**config.mk**
```make
export PLATFORM = sky130hd
export DESIGN_NAME = fir_tap_sequencer_flat
export DESIGN_NICKNAME = d
export VERILOG_FILES = /design/src/rtl/fir_pkg.sv /design/src/rtl/fir_tap_sequencer_if.sv /design/src/rtl/fir_frame_counter.sv /design/src/rtl/fir_tap_sequencer.sv /design/src/flat_wrapper.sv
export SDC_FILE = /design/constraint.sdc
export NUM_CORES = 1
export LEC_CHECK = 0
export ABC_AREA = 1
export CELL_PAD_IN_SITES_DETAIL_PLACEMENT = 0
export CELL_PAD_IN_SITES_GLOBAL_PLACEMENT = 2
export CORE_ASPECT_RATIO = 1.1
export CORE_MARGIN = 4
export CORE_UTILIZATION = 26
export CTS_CLUSTER_DIAMETER = 40
export DETAILED_ROUTE_END_ITERATION = 16
export PLACE_DENSITY_LB_ADDON = 0.1
export SYNTH_ARGS = -nofsm -noshare
export SYNTH_HDL_FRONTEND = slang
export SYNTH_SLANG_ARGS = --single-unit
export TNS_END_PERCENT = 50
```
**constraint.sdc**
```tcl
create_clock -name iClk_12M -period 1.5 [get_ports iClk_12M]
set_input_delay 0.375 -clock iClk_12M [delete_from_list [all_inputs] [get_ports iClk_12M]]
set_output_delay 0.375 -clock iClk_12M [all_outputs]
set_load 0.005 [all_outputs]
```
**src/rtl/fir_pkg.sv**
```systemverilog
// Shared constants, FSM states and write-window bounds for the FIR tap sequencer.
// Pure definitions, no logic.
package fir_pkg;
   localparam int DIV    = 40;
   localparam int TAPS   = 10;
   localparam int WIN_LO = 23;
   localparam int WIN_HI = 38;

   typedef enum logic [2:0] {IDLE, STROBE, FETCH, MAC, ACC, DONE} state_t;

   function automatic logic fnInWindow(input int c);
      return (c >= WIN_LO) && (c <= WIN_HI);
   endfunction
endpackage

```
**src/rtl/fir_tap_sequencer_if.sv**
```systemverilog
// Host, coefficient-memory and MAC-datapath signals of the tap sequencer.
// master = host/datapath side, slave = sequencer.
interface fir_tap_sequencer_if;
   logic       iEnable;
   logic       iCoefWrReq;
   logic [3:0] iCoefWrAddr;
   logic       oCoefWrAck;
   logic       oCoefWe;
   logic       oCoefRd;
   logic [3:0] oCoefAddr;
   logic       oEnSample_300k;
   logic [3:0] oEnMul;
   logic       oEnAdd;
   logic       oEnAcc;
   logic       oOutValid;
   logic       oBusy;

   modport master (
      output iEnable, iCoefWrReq, iCoefWrAddr,
      input  oCoefWrAck, oCoefWe, oCoefRd, oCoefAddr, oEnSample_300k,
             oEnMul, oEnAdd, oEnAcc, oOutValid, oBusy
   );

   modport slave (
      input  iEnable, iCoefWrReq, iCoefWrAddr,
      output oCoefWrAck, oCoefWe, oCoefRd, oCoefAddr, oEnSample_300k,
             oEnMul, oEnAdd, oEnAcc, oOutValid, oBusy
   );
endinterface

```
**src/rtl/fir_frame_counter.sv**
```systemverilog
// Sample-frame position counter 0..DIV-1; holds 0 while stopped, restarts at 0 on iStart.
// iStop forces stopped with count 0 on the same edge.
module fir_frame_counter #(
   parameter int DIV = fir_pkg::DIV
) (
   input  logic                     iClk_12M,
   input  logic                     iRst,
   input  logic                     iStart,
   input  logic                     iStop,
   output logic [$clog2(DIV)-1:0]   oCnt,
   output logic                     oRunning
);
   localparam int CW = $clog2(DIV);
   localparam logic [CW-1:0] LAST = CW'(DIV - 1);

   always_ff @(posedge iClk_12M) begin
      if (iRst) begin
         oCnt     <= '0;
         oRunning <= 1'b0;
      end else if (!oRunning) begin
         // The start cycle itself is frame position 0.
         oCnt     <= '0;
         oRunning <= iStart;
      end else if (iStop) begin
         oCnt     <= '0;
         oRunning <= 1'b0;
      end else if (oCnt == LAST) begin
         oCnt <= '0;
      end else begin
         oCnt <= oCnt + 1'b1;
      end
   end
endmodule

```
**src/rtl/fir_tap_sequencer.sv**
```systemverilog
// Per-frame strobe/fetch/MAC/accumulate sequencer with host coefficient-write arbitration.
// All outputs registered; host writes wait (level request) until an idle window cycle.
module fir_tap_sequencer #(
   parameter int DIV  = fir_pkg::DIV,
   parameter int TAPS = fir_pkg::TAPS
) (
   input  logic                   iClk_12M,
   input  logic                   iRst,
   fir_tap_sequencer_if.slave     bus
);
   import fir_pkg::*;

   localparam int CW = $clog2(DIV);

   state_t        state;
   logic [3:0]    tap;
   logic          armed;
   logic [CW-1:0] cnt;
   logic          running;
   logic          lastCnt;
   logic          frameStart;
   logic          stopNow;
   logic          nextIdle;
   logic          nextStopped;
   logic          wrGrant;
   int            cntNext;

   fir_frame_counter #(.DIV(DIV)) uCounter (
      .iClk_12M (iClk_12M),
      .iRst     (iRst),
      .iStart   (frameStart),
      .iStop    (stopNow),
      .oCnt     (cnt),
      .oRunning (running)
   );

   assign lastCnt = (cnt == CW'(DIV - 1));

   always_comb begin
      frameStart  = (state == IDLE) && bus.iEnable && (!running || lastCnt);
      stopNow     = running && !bus.iEnable &&
                    ((state == DONE) || ((state == IDLE) && lastCnt));
      nextIdle    = ((state == IDLE) && !frameStart) || (state == DONE);
      nextStopped = stopNow || (!running && !frameStart);
      cntNext     = (running && !stopNow && !lastCnt) ? int'(cnt) + 1 : 0;
      // Window is judged on the cycle the grant will be visible in.
      wrGrant     = nextIdle && (nextStopped || fnInWindow(cntNext)) && armed &&
                    bus.iCoefWrReq && (int'(bus.iCoefWrAddr) < TAPS);
   end

   always_ff @(posedge iClk_12M) begin
      if (iRst) begin
         state              <= IDLE;
         tap                <= '0;
         armed              <= 1'b0;
         bus.oEnSample_300k <= 1'b0;
         bus.oEnMul         <= '0;
         bus.oEnAdd         <= 1'b0;
         bus.oEnAcc         <= 1'b0;
         bus.oOutValid      <= 1'b0;
         bus.oBusy          <= 1'b0;
         bus.oCoefRd        <= 1'b0;
         bus.oCoefWe        <= 1'b0;
         bus.oCoefAddr      <= '0;
         bus.oCoefWrAck     <= 1'b0;
      end else begin
         bus.oEnSample_300k <= 1'b0;
         bus.oEnMul         <= '0;
         bus.oEnAdd         <= 1'b0;
         bus.oEnAcc         <= 1'b0;
         bus.oOutValid      <= 1'b0;
         bus.oCoefRd        <= 1'b0;
         bus.oCoefWe        <= 1'b0;
         bus.oCoefWrAck     <= 1'b0;
         bus.oBusy          <= !nextIdle;

         // A held request must be seen low before it can be granted again.
         if (wrGrant)
            armed <= 1'b0;
         else if (!bus.iCoefWrReq)
            armed <= 1'b1;

         if (wrGrant) begin
            bus.oCoefWe    <= 1'b1;
            bus.oCoefWrAck <= 1'b1;
            bus.oCoefAddr  <= bus.iCoefWrAddr;
         end

         unique case (state)
            IDLE: begin
               if (frameStart) begin
                  state              <= STROBE;
                  bus.oEnSample_300k <= 1'b1;
               end
            end
            STROBE: begin
               state         <= FETCH;
               tap           <= '0;
               bus.oCoefRd   <= 1'b1;
               bus.oCoefAddr <= '0;
            end
            FETCH: begin
               state      <= MAC;
               bus.oEnMul <= tap + 4'd1;
               bus.oEnAdd <= 1'b1;
            end
            MAC: begin
               if (int'(tap) == TAPS - 1) begin
                  state      <= ACC;
                  bus.oEnAcc <= 1'b1;
               end else begin
                  state         <= FETCH;
                  tap           <= tap + 4'd1;
                  bus.oCoefRd   <= 1'b1;
                  bus.oCoefAddr <= tap + 4'd1;
               end
            end
            ACC: begin
               state         <= DONE;
               bus.oOutValid <= 1'b1;
            end
            DONE: begin
               state <= IDLE;
            end
            default: begin
               state <= IDLE;
            end
         endcase
      end
   end
endmodule

```
**src/flat_wrapper.sv**
```systemverilog
// flat-port wrapper written by rule: the top's interface ports become plain ports
module fir_tap_sequencer_flat import fir_pkg::*;
#(
   parameter int DIV  = fir_pkg::DIV,
   parameter int TAPS = fir_pkg::TAPS
)
  (iClk_12M, iRst, bus_iEnable, bus_iCoefWrReq, bus_iCoefWrAddr, bus_oCoefWrAck, bus_oCoefWe, bus_oCoefRd, bus_oCoefAddr, bus_oEnSample_300k, bus_oEnMul, bus_oEnAdd, bus_oEnAcc, bus_oOutValid, bus_oBusy);
  fir_tap_sequencer_if bus_i ();
  input  logic iClk_12M;
  input  logic iRst;
  input wire logic [$bits(bus_i.iEnable)-1:0] bus_iEnable;
  input wire logic [$bits(bus_i.iCoefWrReq)-1:0] bus_iCoefWrReq;
  input wire logic [$bits(bus_i.iCoefWrAddr)-1:0] bus_iCoefWrAddr;
  output wire logic [$bits(bus_i.oCoefWrAck)-1:0] bus_oCoefWrAck;
  output wire logic [$bits(bus_i.oCoefWe)-1:0] bus_oCoefWe;
  output wire logic [$bits(bus_i.oCoefRd)-1:0] bus_oCoefRd;
  output wire logic [$bits(bus_i.oCoefAddr)-1:0] bus_oCoefAddr;
  output wire logic [$bits(bus_i.oEnSample_300k)-1:0] bus_oEnSample_300k;
  output wire logic [$bits(bus_i.oEnMul)-1:0] bus_oEnMul;
  output wire logic [$bits(bus_i.oEnAdd)-1:0] bus_oEnAdd;
  output wire logic [$bits(bus_i.oEnAcc)-1:0] bus_oEnAcc;
  output wire logic [$bits(bus_i.oOutValid)-1:0] bus_oOutValid;
  output wire logic [$bits(bus_i.oBusy)-1:0] bus_oBusy;
  assign bus_i.iEnable = bus_iEnable;
  assign bus_i.iCoefWrReq = bus_iCoefWrReq;
  assign bus_i.iCoefWrAddr = bus_iCoefWrAddr;
  assign bus_oCoefWrAck = bus_i.oCoefWrAck;
  assign bus_oCoefWe = bus_i.oCoefWe;
  assign bus_oCoefRd = bus_i.oCoefRd;
  assign bus_oCoefAddr = bus_i.oCoefAddr;
  assign bus_oEnSample_300k = bus_i.oEnSample_300k;
  assign bus_oEnMul = bus_i.oEnMul;
  assign bus_oEnAdd = bus_i.oEnAdd;
  assign bus_oEnAcc = bus_i.oEnAcc;
  assign bus_oOutValid = bus_i.oOutValid;
  assign bus_oBusy = bus_i.oBusy;
  fir_tap_sequencer #(.DIV(DIV), .TAPS(TAPS)) u_core (.iClk_12M(iClk_12M), .iRst(iRst), .bus(bus_i));
endmodule
```
==> flow_metrics.py, run 1 <==
metrics = {
    "outcome": {
        "outcome": "complete, but fails checks",
        "violations": "negative setup slack",
    },
    "sta": {
        "final.hold.worst_slack_ns": 0.449,
        "unrepaired_setup_endpoints_after_global_routing": "yes",
        "timing.final.crit_share_pct": 108,
        "setup-violations-final": 5,
        "final-hold-violation-count": 0,
        "final.setup.worst_slack_ns": -0.125,
        "worst_slew_pin_slew_ns": 0.367,
        "final_period_minus_worst_setup_slack_ns": 1.62,
        "clock-skew-final_ns": 0.00449,
        "relSlewSlack_pct": 75.3,
        "max_freq_mhz": 616,
        "final-max-slew-violation-count": 0,
    },
    "grt": {
        "groute.usage.overall_pct": 10.9,
        "first_global_vias": 1255,
        "antenna_found_initial": 0,
        "grt_remaining_overflow": 0,
        "grt_pass1_wl_um": 5520,
        "grt_start_max_net_pins": 17,
    },
    "setup_path": {
        "timing.critical_path.slowest_cell_delay_ns": 0.35,
        "reg2reg_slack_ns": -0.12,
        "cp_max_fo": 6,
        "worst-r2r-cell-count": 12,
        "endpoint_kind": "register",
        "crit_path_cell_trace": "ha_4 > nand2_2 > nor2_2 > nand3_2 > nand2_2 > nand3_4 > nand2_4 > a21oi_4 > nand2_4 > nand2_1 > nand3_1 > a21oi_2",
        "worst_r2r_endpoint": "u_core.bus.oCoefAddr[0]$_SDFF_PP0_",
        "crit-reg2reg-launch": "u_core.uCounter.oCnt[0]$_SDFF_PP0_",
        "worstSetupPathType": "reg2reg",
        "cp.arrival_ns": 1.84,
        "worst_setup_path_endpoint": "u_core.bus.oCoefAddr[0]$_SDFF_PP0_",
        "critical_path.slowest_cell": "dfxtp_4",
        "timing.critical_path.from": "u_core.uCounter.oCnt[0]$_SDFF_PP0_",
        "cp.required_ns": 1.71,
        "critPathLaunchType": "register",
    },
    "pwr": {
        "report.power.total_w": 0.00209,
        "power_density_nw_per_um2": 1080,
        "vdd_ir_drop_max_mv": 0.776,
        "cellLeakagePower_nw": 0.898,
    },
    "clock_network": {
        "cts_tree": "done",
        "cts_htree_levels": 2,
        "cts_hold_buf": 0,
        "cts_root_buffer": "clkbuf_8",
        "cts.sinks": 30,
        "cts_buffers": 5,
        "clock_insertion_delay_worst_skew_ns": 0.27,
        "max-clock-path-buffers": 2,
        "clock_pin_slew_reported_for_the_worst_setup_and_hold_paths_after_clock_tree_synthesis_ns": 0.06,
    },
    "hold_path": {
        "min-delay-path-class": "reg2reg",
    },
    "synth": {
        "synth_area_sq_um": 1340,
        "synth.area.top_cells": "dfxtp_1, nand2_1, inv_1, nor2_1, nand3_1",
        "synth.lib_cells_used.distinct": 24,
        "synth-seq-cells": 30,
        "ys_async_sr_fraction_pct": 0,
        "synth.most_common_cell": "nand2_1",
        "synth.net_count": 193,
        "synthesis.instances": 182,
        "edff_count_synth": 0,
        "synth.top_cell.area_share_pct": 44.9,
        "synth.cells.most_frequent": "nand2_1, inv_1, dfxtp_1",
        "area_leader_netlist": "dfxtp_1",
        "avgSynthCellArea_sq_um": 7.34,
        "synth_warnings": 0,
        "dominantRegCellSynth": "dfxtp_1",
        "synth_sequential_area_ratio_pct": 44.9,
    },
    "routing": {
        "detail_route.wl_per_cell_um": 11.4,
        "drt-initial-drc-count": 21,
        "num_vias": 1241,
        "post-route-drc-count": 0,
        "detail_route.vias_per_cell": 4.29,
        "postRouteAntennaNets": 0,
        "finalWirelength_um": 3300,
        "drt-pass1-iter-count": 4,
    },
    "cells_and_area": {
        "antenna_cells": 0,
        "fillerInstances": 538,
        "post_layout_nonfiller_instances": 289,
        "seqCellArea_sq_um": 608,
        "drive_above_1_share_pct": 25.5,
        "area.growth.synth_to_final_pct": 44.9,
        "fin_nets": 241,
        "multi_input_logic_area_sq_um": 652,
    },
    "die": {
        "io_pins": 24,
        "die_width_um": 76.4,
        "floorplan.initialDensity_pct": 26.7,
        "placement_rows": 27,
        "coreArea_sq_um": 5000,
        "floorplan.die_area_sq_um": 6350,
        "die_h_um": 83.2,
    },
    "placed_design": {
        "port_buffers": 23,
        "gp_congestion": 0.740,
        "place_hpwl_um": 2580,
        "preCtsSetupSlack_ns": -0.336,
        "dpl.cell_count": 279,
    },
    "flow_run": {
        "maxCapViolations": 0,
    },
}
## worst min path at each step
stage	to	slack (ns)	start	depth (start not counted)
2_1_floorplan	u_core.armed$_SDFFE_PP0N_	0.43	u_core.armed$_SDFFE_PP0N_	2
3_3_place_gp	u_core.armed$_SDFFE_PP0N_	0.44	u_core.armed$_SDFFE_PP0N_	2
3_5_place_dp	u_core.armed$_SDFFE_PP0N_	0.44	u_core.armed$_SDFFE_PP0N_	2
4_1_cts	u_core.armed$_SDFFE_PP0N_	0.45	u_core.armed$_SDFFE_PP0N_	2
5_1_grt	u_core.armed$_SDFFE_PP0N_	0.48	u_core.armed$_SDFFE_PP0N_	2
6_report	u_core.armed$_SDFFE_PP0N_	0.45	u_core.armed$_SDFFE_PP0N_	2
## report_power, final
part           leakage [nW]  switching (W)  internal, W  total (W)
Clock                0.0395       0.000282     0.000329   0.000611
Sequential            0.246      0.0000399     0.000868   0.000907
Combinational         0.613       0.000304     0.000267   0.000571
## state kept, by name, indices dropped and copies added (netlist names)
name                       cells
u_core.bus.oCoefRd             1
u_core.uCounter.oRunning       1
u_core.bus.oEnAdd              1
u_core.bus.oEnMul              4
u_core.bus.oEnAcc              1
u_core.bus.oCoefAddr           4
u_core.armed                   1
u_core.bus.oEnSample_300k      1
u_core.bus.oBusy               1
u_core.uCounter.oCnt           6
u_core.bus.oCoefWrAck          1
u_core.tap                     4
u_core.bus.oOutValid           1
u_core.state                   3
## layout by cell type (no fill, tap or decap), types with 2 or more instances in the layout
| cell type | instances |
|---|---|
| buf_4 | 22 |
| nand3_2 | 3 |
| clkbuf_1 | 3 |
| nand2_2 | 8 |
| nand2_4 | 3 |
| nand2_1 | 29 |
| inv_1 | 32 |
| inv_2 | 2 |
| clkdlybuf4s50_1 | 18 |
| o21ai_0 | 2 |
| o211ai_1 | 2 |
| nand4_1 | 3 |
| ha_1 | 2 |
| dlygate4sd2_1 | 3 |
| nor2_2 | 3 |
| nand3_1 | 15 |
| a21oi_2 | 3 |
| a21oi_1 | 8 |
| clkbuf_8 | 5 |
| nor2_1 | 23 |
| dlymetal6s2s_1 | 2 |
| dfxtp_1 | 26 |
| dfxtp_2 | 3 |
## metal layers
layer | routed length, um | vias to the layer above | track usage, %
met2 | 1830 | 12 | 21.5
met1 | 1330 | 563 | 10.6
met4 | 49 | 0 | 3.95
met5 | 0 | - | 0
met3 | 93 | 6 | 3.04
li1 | - | 660 | -
## area by class of cell
cell class / instances / share of cell area [%]
Sequential cell: 30 / 31.4
Tap cell: 58 / 3.75
Inverter: 34 / 6.59
Clock buffer: 8 / 4.13
Timing Repair Buffer: 45 / 20.5
Multi-Input combinational cell: 114 / 33.7
## metrics by stage
| stage | setup TNS [ns] | area, sq um | util [%] |
|---|---|---|---|
| floorplan | -0.0130 | 1350 | - |
| global placement | -2.28 | 1790 | 35.7 |
| detailed placement | -2.31 | 1790 | 35.7 |
| CTS | -0.780 | 1880 | 37.6 |
| global route | -1.53 | 1940 | 38.7 |
| finish | -0.538 | 1940 | 38.7 |
## cell families after synthesis
group           count (synthesis)  synth area share (%)
simple gates                   91                  31.0
buf+inv                        38                  11.0
flops                          30                  44.9
compound gates                 18                  8.99
fa+ha+maj                       3                  2.81
xor+xnor                        2                  1.31
## critical path: cells and delay by family, from the launching register on
family          cells  cell delay [ns]
flops               1             0.35
fa+ha+maj           1             0.17
simple gates        9             0.70
compound gates      2             0.33
## what timing repair did
item,CTS,global route
endpoints found under the setup margin,11,15
buffers inserted,1,1
pin swaps,4,9
gates resized for setup,8,16
Power figures use the tool's default switching activity.
==> run 2: changes to the inputs <==
--- a/config.mk
+++ b/config.mk
@@ -5,12 +5,12 @@
 export SDC_FILE = /design/constraint.sdc
 export NUM_CORES = 1
 export LEC_CHECK = 0
-export ABC_AREA = 1
 export CELL_PAD_IN_SITES_DETAIL_PLACEMENT = 0
 export CELL_PAD_IN_SITES_GLOBAL_PLACEMENT = 2
 export CORE_ASPECT_RATIO = 1.1
 export CORE_MARGIN = 4
-export CORE_UTILIZATION = 26
+export CORE_UTILIZATION = 29
+export CTS_BUF_LIST = sky130_fd_sc_hd__clkbuf_4 sky130_fd_sc_hd__clkbuf_8
 export CTS_CLUSTER_DIAMETER = 40
 export DETAILED_ROUTE_END_ITERATION = 16
 export PLACE_DENSITY_LB_ADDON = 0.1
==> flow_metrics.py, run 2 <==
metrics = {
    "outcome": {
        "outcome": "complete, but fails checks",
        "violations": "negative setup slack",
    },
    "pwr": {
        "switching_power_w": 0.000438,
        "sequentialPowerShare_pct": 48.7,
        "power_report.internal_total_w": 0.00129,
        "power_density_nw_per_um2": 844,
        "clockPowerShare_pct": 34.8,
        "power.combinational.fraction_pct": 16.5,
        "netSwitchingFraction_pct": 25.3,
        "cellLeakagePower_nw": 0.937,
        "vdd_ir_drop_max_mv": 0.432,
    },
    "placed_design": {
        "place_hpwl_um": 2510,
        "placed_area_sq_um": 1890,
        "port_buffers": 23,
        "gp_congestion": 0.799,
    },
    "cells_and_area": {
        "postLayoutCellArea_sq_um": 2050,
        "largest_register_ff_count": 6,
        "fin_nets": 222,
        "layout_common_cells": "buf_4, dfxtp_1, nor2_1, clkdlybuf4s50_1",
        "drive_above_1_share_pct": 33.2,
        "area.growth.synth_to_final_pct": 56.4,
        "final_common_cell": "buf_4",
        "antenna_cells": 0,
        "top_register": "u_core.uCounter.oCnt",
    },
    "setup_path": {
        "crit-reg2reg-launch": "u_core.uCounter.oCnt[0]$_SDFF_PP0_",
        "critPathLaunchType": "register",
        "endpoint_kind": "register",
        "crit_top_cell": "buf_4",
        "critical_path.slowest_cell": "a311o_1",
        "critPathBufInv": 2,
        "crit_path_cell_trace": "ha_4 > nor4bb_1 > a211o_1 > buf_4 > nor3_4 > a221oi_2 > buf_4 > or2_4 > a311o_1",
        "cp.required_ns": 1.66,
        "worst-r2r-cell-count": 9,
        "timing.critical_path.slowest_cell_delay_ns": 0.36,
        "timing.critical_path.from": "u_core.uCounter.oCnt[0]$_SDFF_PP0_",
        "cp_max_fo": 5,
        "cp.arrival_ns": 2.32,
        "cpLargestDelayFamily": "compound AO/OA/AOI/OAI gates",
        "worstSetupPathType": "reg2reg",
        "critical_path_depth": 9,
    },
    "synth": {
        "synth.lib_cells_used.distinct": 41,
        "synth_area_sq_um": 1310,
        "edff_count_synth": 0,
        "ys_async_sr_fraction_pct": 0,
        "synth.cells.most_frequent": "dfxtp_1, nor2_1, nor3_1",
        "synth.area.top_cells": "dfxtp_1, nor2_1, nor3_1, a311o_1, a21oi_1",
        "area_leader_netlist": "dfxtp_1",
        "synth-seq-cells": 30,
        "synth.net_count": 157,
        "dominantRegCellSynth": "dfxtp_1",
        "synthesis.instances": 146,
        "synth.top_cell.area_share_pct": 45.8,
        "synth_warnings": 0,
        "synth_sequential_area_ratio_pct": 45.8,
        "synth.most_common_cell": "dfxtp_1",
        "avgSynthCellArea_sq_um": 8.98,
    },
    "routing": {
        "finalWirelength_um": 3270,
        "detail_route.wl_per_cell_um": 12.3,
        "drt-pass1-iter-count": 4,
        "drt-initial-drc-count": 44,
        "num_vias": 1244,
        "post-route-drc-count": 0,
        "detail_route.vias_per_cell": 4.69,
        "postRouteAntennaNets": 0,
    },
    "clock_network": {
        "clock_insertion_delay_worst_skew_ns": 0.28,
        "cts_htree_levels": 2,
        "cts_buffers": 5,
        "max-clock-path-buffers": 2,
        "cts_tree": "done",
        "cts.sinks": 30,
        "clock_pin_slew_reported_for_the_worst_setup_and_hold_paths_after_clock_tree_synthesis_ns": 0.06,
        "cts_root_buffer": "clkbuf_8",
    },
    "grt": {
        "antenna_found_initial": 0,
        "grt_start_max_net_pins": 13,
        "groute.usage.overall_pct": 12.6,
        "first_global_vias": 1290,
        "grt_remaining_overflow": 0,
        "grt_pass1_wl_um": 5630,
    },
    "flow_run": {
        "maxCapViolations": 0,
    },
    "sta": {
        "max_freq_mhz": 462,
        "setup-violations-final": 6,
        "unrepaired_setup_endpoints_after_global_routing": "yes",
        "relSlewSlack_pct": 77.7,
        "final-hold-violation-count": 0,
        "final.setup.worst_slack_ns": -0.662,
        "timing.setup.tns_ns": -3.79,
        "timing.final.crit_share_pct": 144,
        "final_period_minus_worst_setup_slack_ns": 2.16,
        "final-max-slew-violation-count": 0,
        "worst_slew_pin_slew_ns": 0.332,
        "clock-skew-final_ns": 0.00519,
    },
    "die": {
        "floorplan.initialDensity_pct": 30.2,
        "coreArea_sq_um": 4350,
        "placement_rows": 25,
        "io_pins": 24,
        "die_width_um": 72.1,
        "floorplan.die_area_sq_um": 5660,
        "die_h_um": 78.5,
    },
    "hold_path": {
        "hp-start": "u_core.bus.oCoefAddr[1]$_SDFF_PP0_",
        "min_path_cells": 1,
        "min-delay-path-class": "reg2reg",
    },
}
[run 2: cell count changes in the layout (fill, tap and decap cells not counted), moves of 4 or more]
cell,before,now
dlymetal6s2s_1,2,6
nand3_1,15,4
nand2_2,8,0
a311o_1,0,4
buf_4,22,42
inv_1,32,5
clkdlybuf4s50_1,18,13
nand2_1,29,10
nor3_1,1,10
[run 2: repair_timing]
action | 4_1_cts | 5_1_grt
pin swaps | 2 | 5
gates cloned | 0 | 0
gates resized for setup | 9 | 17
hold buffers | 0 | 0
setup endpoints to repair | 11 | 21
buffers inserted | 2 | 1
[run 2: path summary, 6_finish.rpt]
path | endpoint | slack (ns)
hold / removal | u_core.bus.oCoefAddr[1]$_SDFF_PP0_ | 0.51
setup / recovery | u_core.bus.oCoefAddr[0]$_SDFF_PP0_ | -0.66
setup reg to reg | u_core.bus.oCoefAddr[0]$_SDFF_PP0_ | -0.66
hold reg to reg | u_core.bus.oCoefAddr[1]$_SDFF_PP0_ | 0.51
[run 2: routing by layer]
metal  GRT usage [%]  vias to the layer above  part of all wire, %
met5               0                        -                    0
met1            15.0                      570                   46
met4            5.64                        0                  1.8
li1                -                      650                    -
met3            3.97                        6                  3.4
met2            20.4                       18                   49
[run 2: final cells by class]
cell class,count,area [sq um]
Clock inverter,2,10.0
Inverter,5,18.8
Tap cell,54,67.6
Clock buffer,5,68.8
Multi-Input combinational cell,103,707
Timing Repair Buffer,66,567
Fill cell,414,2300
Sequential cell,30,612
[run 2: power by group through the flow]
stage	combinational, W	clock, W	sequential, W
after floorplan	0.000115	0	0.000857
after global placement	0.000266	0	0.000860
after detailed placement	0.000268	0	0.000861
after CTS	0.000279	0.000631	0.000843
after global routing	0.000313	0.000675	0.000847
final	0.000286	0.000603	0.000843
[run 2: cell families after synthesis]
| group | after synthesis | share of synthesized area, % |
|---|---|---|
| adder cells (fa/ha/maj) | 3 | 2.86 |
| XOR/XNOR | 5 | 3.34 |
| buffers and inverters | 13 | 4.87 |
| AO/OA/AOI/OAI | 29 | 17.9 |
| AND/OR/NAND/NOR | 66 | 25.2 |
| flip-flops | 30 | 45.8 |
[run 2: stage by stage]
| step | setup WS, ns | total power, W | utilization, % | instances | hold slack, ns |
|---|---|---|---|---|---|
| 3_5_place_dp | -0.815 | 0.00113 | 43.5 | 256 | 0.501 |
| 6_report | -0.662 | 0.00173 | 47.2 | 265 | 0.512 |
| 3_3_place_gp | -0.763 | 0.00113 | 43.5 | 256 | 0.490 |
| 5_1_grt | -0.768 | 0.00183 | 47.2 | 265 | 0.535 |
| 2_1_floorplan | -0.562 | 0.000972 | - | 146 | 0.444 |
| 4_1_cts | -0.681 | 0.00175 | 46.2 | 265 | 0.520 |
==> run 3: changes to the inputs <==
--- a/config.mk
+++ b/config.mk
@@ -13,6 +13,7 @@
 export CTS_BUF_LIST = sky130_fd_sc_hd__clkbuf_4 sky130_fd_sc_hd__clkbuf_8
 export CTS_CLUSTER_DIAMETER = 40
 export DETAILED_ROUTE_END_ITERATION = 16
+export GPL_ROUTABILITY_DRIVEN = 0
 export PLACE_DENSITY_LB_ADDON = 0.1
 export SYNTH_ARGS = -nofsm -noshare
 export SYNTH_HDL_FRONTEND = slang
==> constraint.sdc (replaced) <==
create_clock -name iClk_12M -period 1.5 [get_ports iClk_12M]
set_input_delay 0.375 -clock iClk_12M [delete_from_list [all_inputs] [get_ports iClk_12M]]
set_output_delay 0.375 -clock iClk_12M [all_outputs]
set_load 0.01 [all_outputs]
==> flow_metrics.py, run 3 (same netlist as run 2, synthesis figures left out) <==
metrics = {
    "clock_network": {
        "cts_root_buffer": "clkbuf_8",
        "cts_htree_levels": 2,
        "cts_tree": "done",
        "cts.sinks": 30,
        "max-clock-path-buffers": 2,
        "cts_hold_buf": 0,
        "cts_buffers": 5,
        "clock_pin_slew_reported_for_the_worst_setup_and_hold_paths_after_clock_tree_synthesis_ns": 0.06,
        "clock_insertion_delay_worst_skew_ns": 0.28,
    },
    "placed_design": {
        "placed_area_sq_um": 1890,
        "place_hpwl_um": 2510,
        "port_buffers": 23,
    },
    "cells_and_area": {
        "layout_common_cells": "buf_4, dfxtp_1, nor2_1, dlygate4sd2_1",
        "antenna_cells": 0,
        "final_util_pct": 46.9,
        "largest_register_ff_count": 6,
        "fin_nets": 222,
        "top_register": "u_core.uCounter.oCnt",
        "final_common_cell": "buf_4",
        "drive_above_1_share_pct": 33.2,
        "area.growth.synth_to_final_pct": 55.4,
        "postLayoutCellArea_sq_um": 2040,
    },
    "pwr": {
        "power_report.internal_total_w": 0.00129,
        "switching_power_w": 0.000442,
        "power_density_nw_per_um2": 850,
        "netSwitchingFraction_pct": 25.5,
        "cellLeakagePower_nw": 0.957,
        "sequentialPowerShare_pct": 48.6,
        "report.power.total_w": 0.00173,
        "clockPowerShare_pct": 34.8,
        "power.combinational.fraction_pct": 16.5,
        "vdd_ir_drop_max_mv": 0.432,
    },
    "sta": {
        "timing.final.crit_share_pct": 144,
        "final.setup.worst_slack_ns": -0.662,
        "final-max-slew-violation-count": 0,
        "final.hold.worst_slack_ns": 0.511,
        "unrepaired_setup_endpoints_after_global_routing": "yes",
        "timing.setup.tns_ns": -3.79,
        "clock-skew-final_ns": 0.00532,
        "worst_slew_pin_slew_ns": 0.326,
        "setup-violations-final": 6,
        "relSlewSlack_pct": 78.1,
        "final-hold-violation-count": 0,
        "final_period_minus_worst_setup_slack_ns": 2.16,
        "max_freq_mhz": 462,
    },
    "routing": {
        "finalWirelength_um": 3270,
        "postRouteAntennaNets": 0,
        "num_vias": 1246,
        "detail_route.vias_per_cell": 4.70,
        "detail_route.wl_per_cell_um": 12.3,
        "drt-pass1-iter-count": 4,
        "drt-initial-drc-count": 57,
        "post-route-drc-count": 0,
    },
    "die": {
        "coreArea_sq_um": 4350,
        "die_width_um": 72.1,
        "io_pins": 24,
        "die_h_um": 78.5,
        "floorplan.die_area_sq_um": 5660,
        "placement_rows": 25,
        "floorplan.initialDensity_pct": 30.2,
    },
    "setup_path": {
        "cp.arrival_ns": 2.32,
        "critPathLaunchType": "register",
        "cp_max_fo": 5,
        "timing.critical_path.from": "u_core.uCounter.oCnt[0]$_SDFF_PP0_",
        "crit-reg2reg-launch": "u_core.uCounter.oCnt[0]$_SDFF_PP0_",
        "worstSetupPathType": "reg2reg",
        "reg2reg_slack_ns": -0.66,
        "endpoint_kind": "register",
        "cp.required_ns": 1.66,
    },
    "grt": {
        "grt_start_max_net_pins": 13,
        "antenna_found_initial": 0,
        "grt_pass1_wl_um": 5640,
        "first_global_vias": 1294,
        "groute.usage.overall_pct": 12.6,
        "grt_remaining_overflow": 0,
    },
    "outcome": {
        "violations": "negative setup slack",
        "outcome": "complete, but fails checks",
    },
    "hold_path": {
        "hp-start": "u_core.bus.oCoefAddr[1]$_SDFF_PP0_",
        "min-delay-path-class": "reg2reg",
    },
    "flow_run": {
        "maxCapViolations": 0,
    },
}
run 3: cell count changes in the layout (fill, tap and decap cells not counted):
cell	delta
clkdlybuf4s50_1	-7
dlygate4sd2_1	+8
dlymetal6s2s_1	-1
run 3: layer usage:
metal | vias up | wire length, um | GRT usage (%)
met3 | 6 | 104 | 3.71
met2 | 20 | 1600 | 20.4
met1 | 571 | 1500 | 15.2
met5 | - | 0 | 0
met4 | 0 | 58 | 5.64
li1 | 649 | - | -
run 3: path summary, 6_finish.rpt:
| kind | end | cells past startpoint |
|---|---|---|
| max | u_core.bus.oCoefAddr[0]$_SDFF_PP0_ | 9 |
| min | u_core.bus.oCoefAddr[1]$_SDFF_PP0_ | 1 |
| max reg2reg | u_core.bus.oCoefAddr[0]$_SDFF_PP0_ | 9 |
| min reg2reg | u_core.bus.oCoefAddr[1]$_SDFF_PP0_ | 1 |
run 3: area by class of cell:
class / instances / area (sq um)
timing repair buffer: 66 / 554
tap: 54 / 67.6
multi-input combinational: 103 / 707
inverter: 5 / 18.8
clock buffer: 5 / 68.8
sequential: 30 / 612
fill: 419 / 2310
clock inverter: 2 / 10.0
run 3: power by group through the flow:
stage                     clock, W  combinational (W)  sequential, W
after global placement           0           0.000271       0.000860
after global routing      0.000675           0.000314       0.000847
after detailed placement         0           0.000273       0.000861
final                     0.000603           0.000287       0.000842
after floorplan                  0           0.000115       0.000862
after CTS                 0.000631           0.000279       0.000842
run 3: critical path, cell delays in order, from the launching register on:
cell	delay, ns
dfxtp_4	0.35
ha_4	0.23
nor4bb_1	0.13
a211o_1	0.25
buf_4	0.15
nor3_4	0.11
a221oi_2	0.09
buf_4	0.14
or2_4	0.25
a311o_1	0.36
run 3: through the flow:
stage               worst slack [ns]  cells
floorplan                     -0.562    146
global placement              -0.763    256
detailed placement            -0.815    256
CTS                           -0.681    265
global route                  -0.768    265
finish                        -0.662    265
run 3: timing repair:
item,CTS,global route
gates resized for setup,17,16
setup buffers,2,1
setup endpoints to repair,19,20
pin swaps,2,5
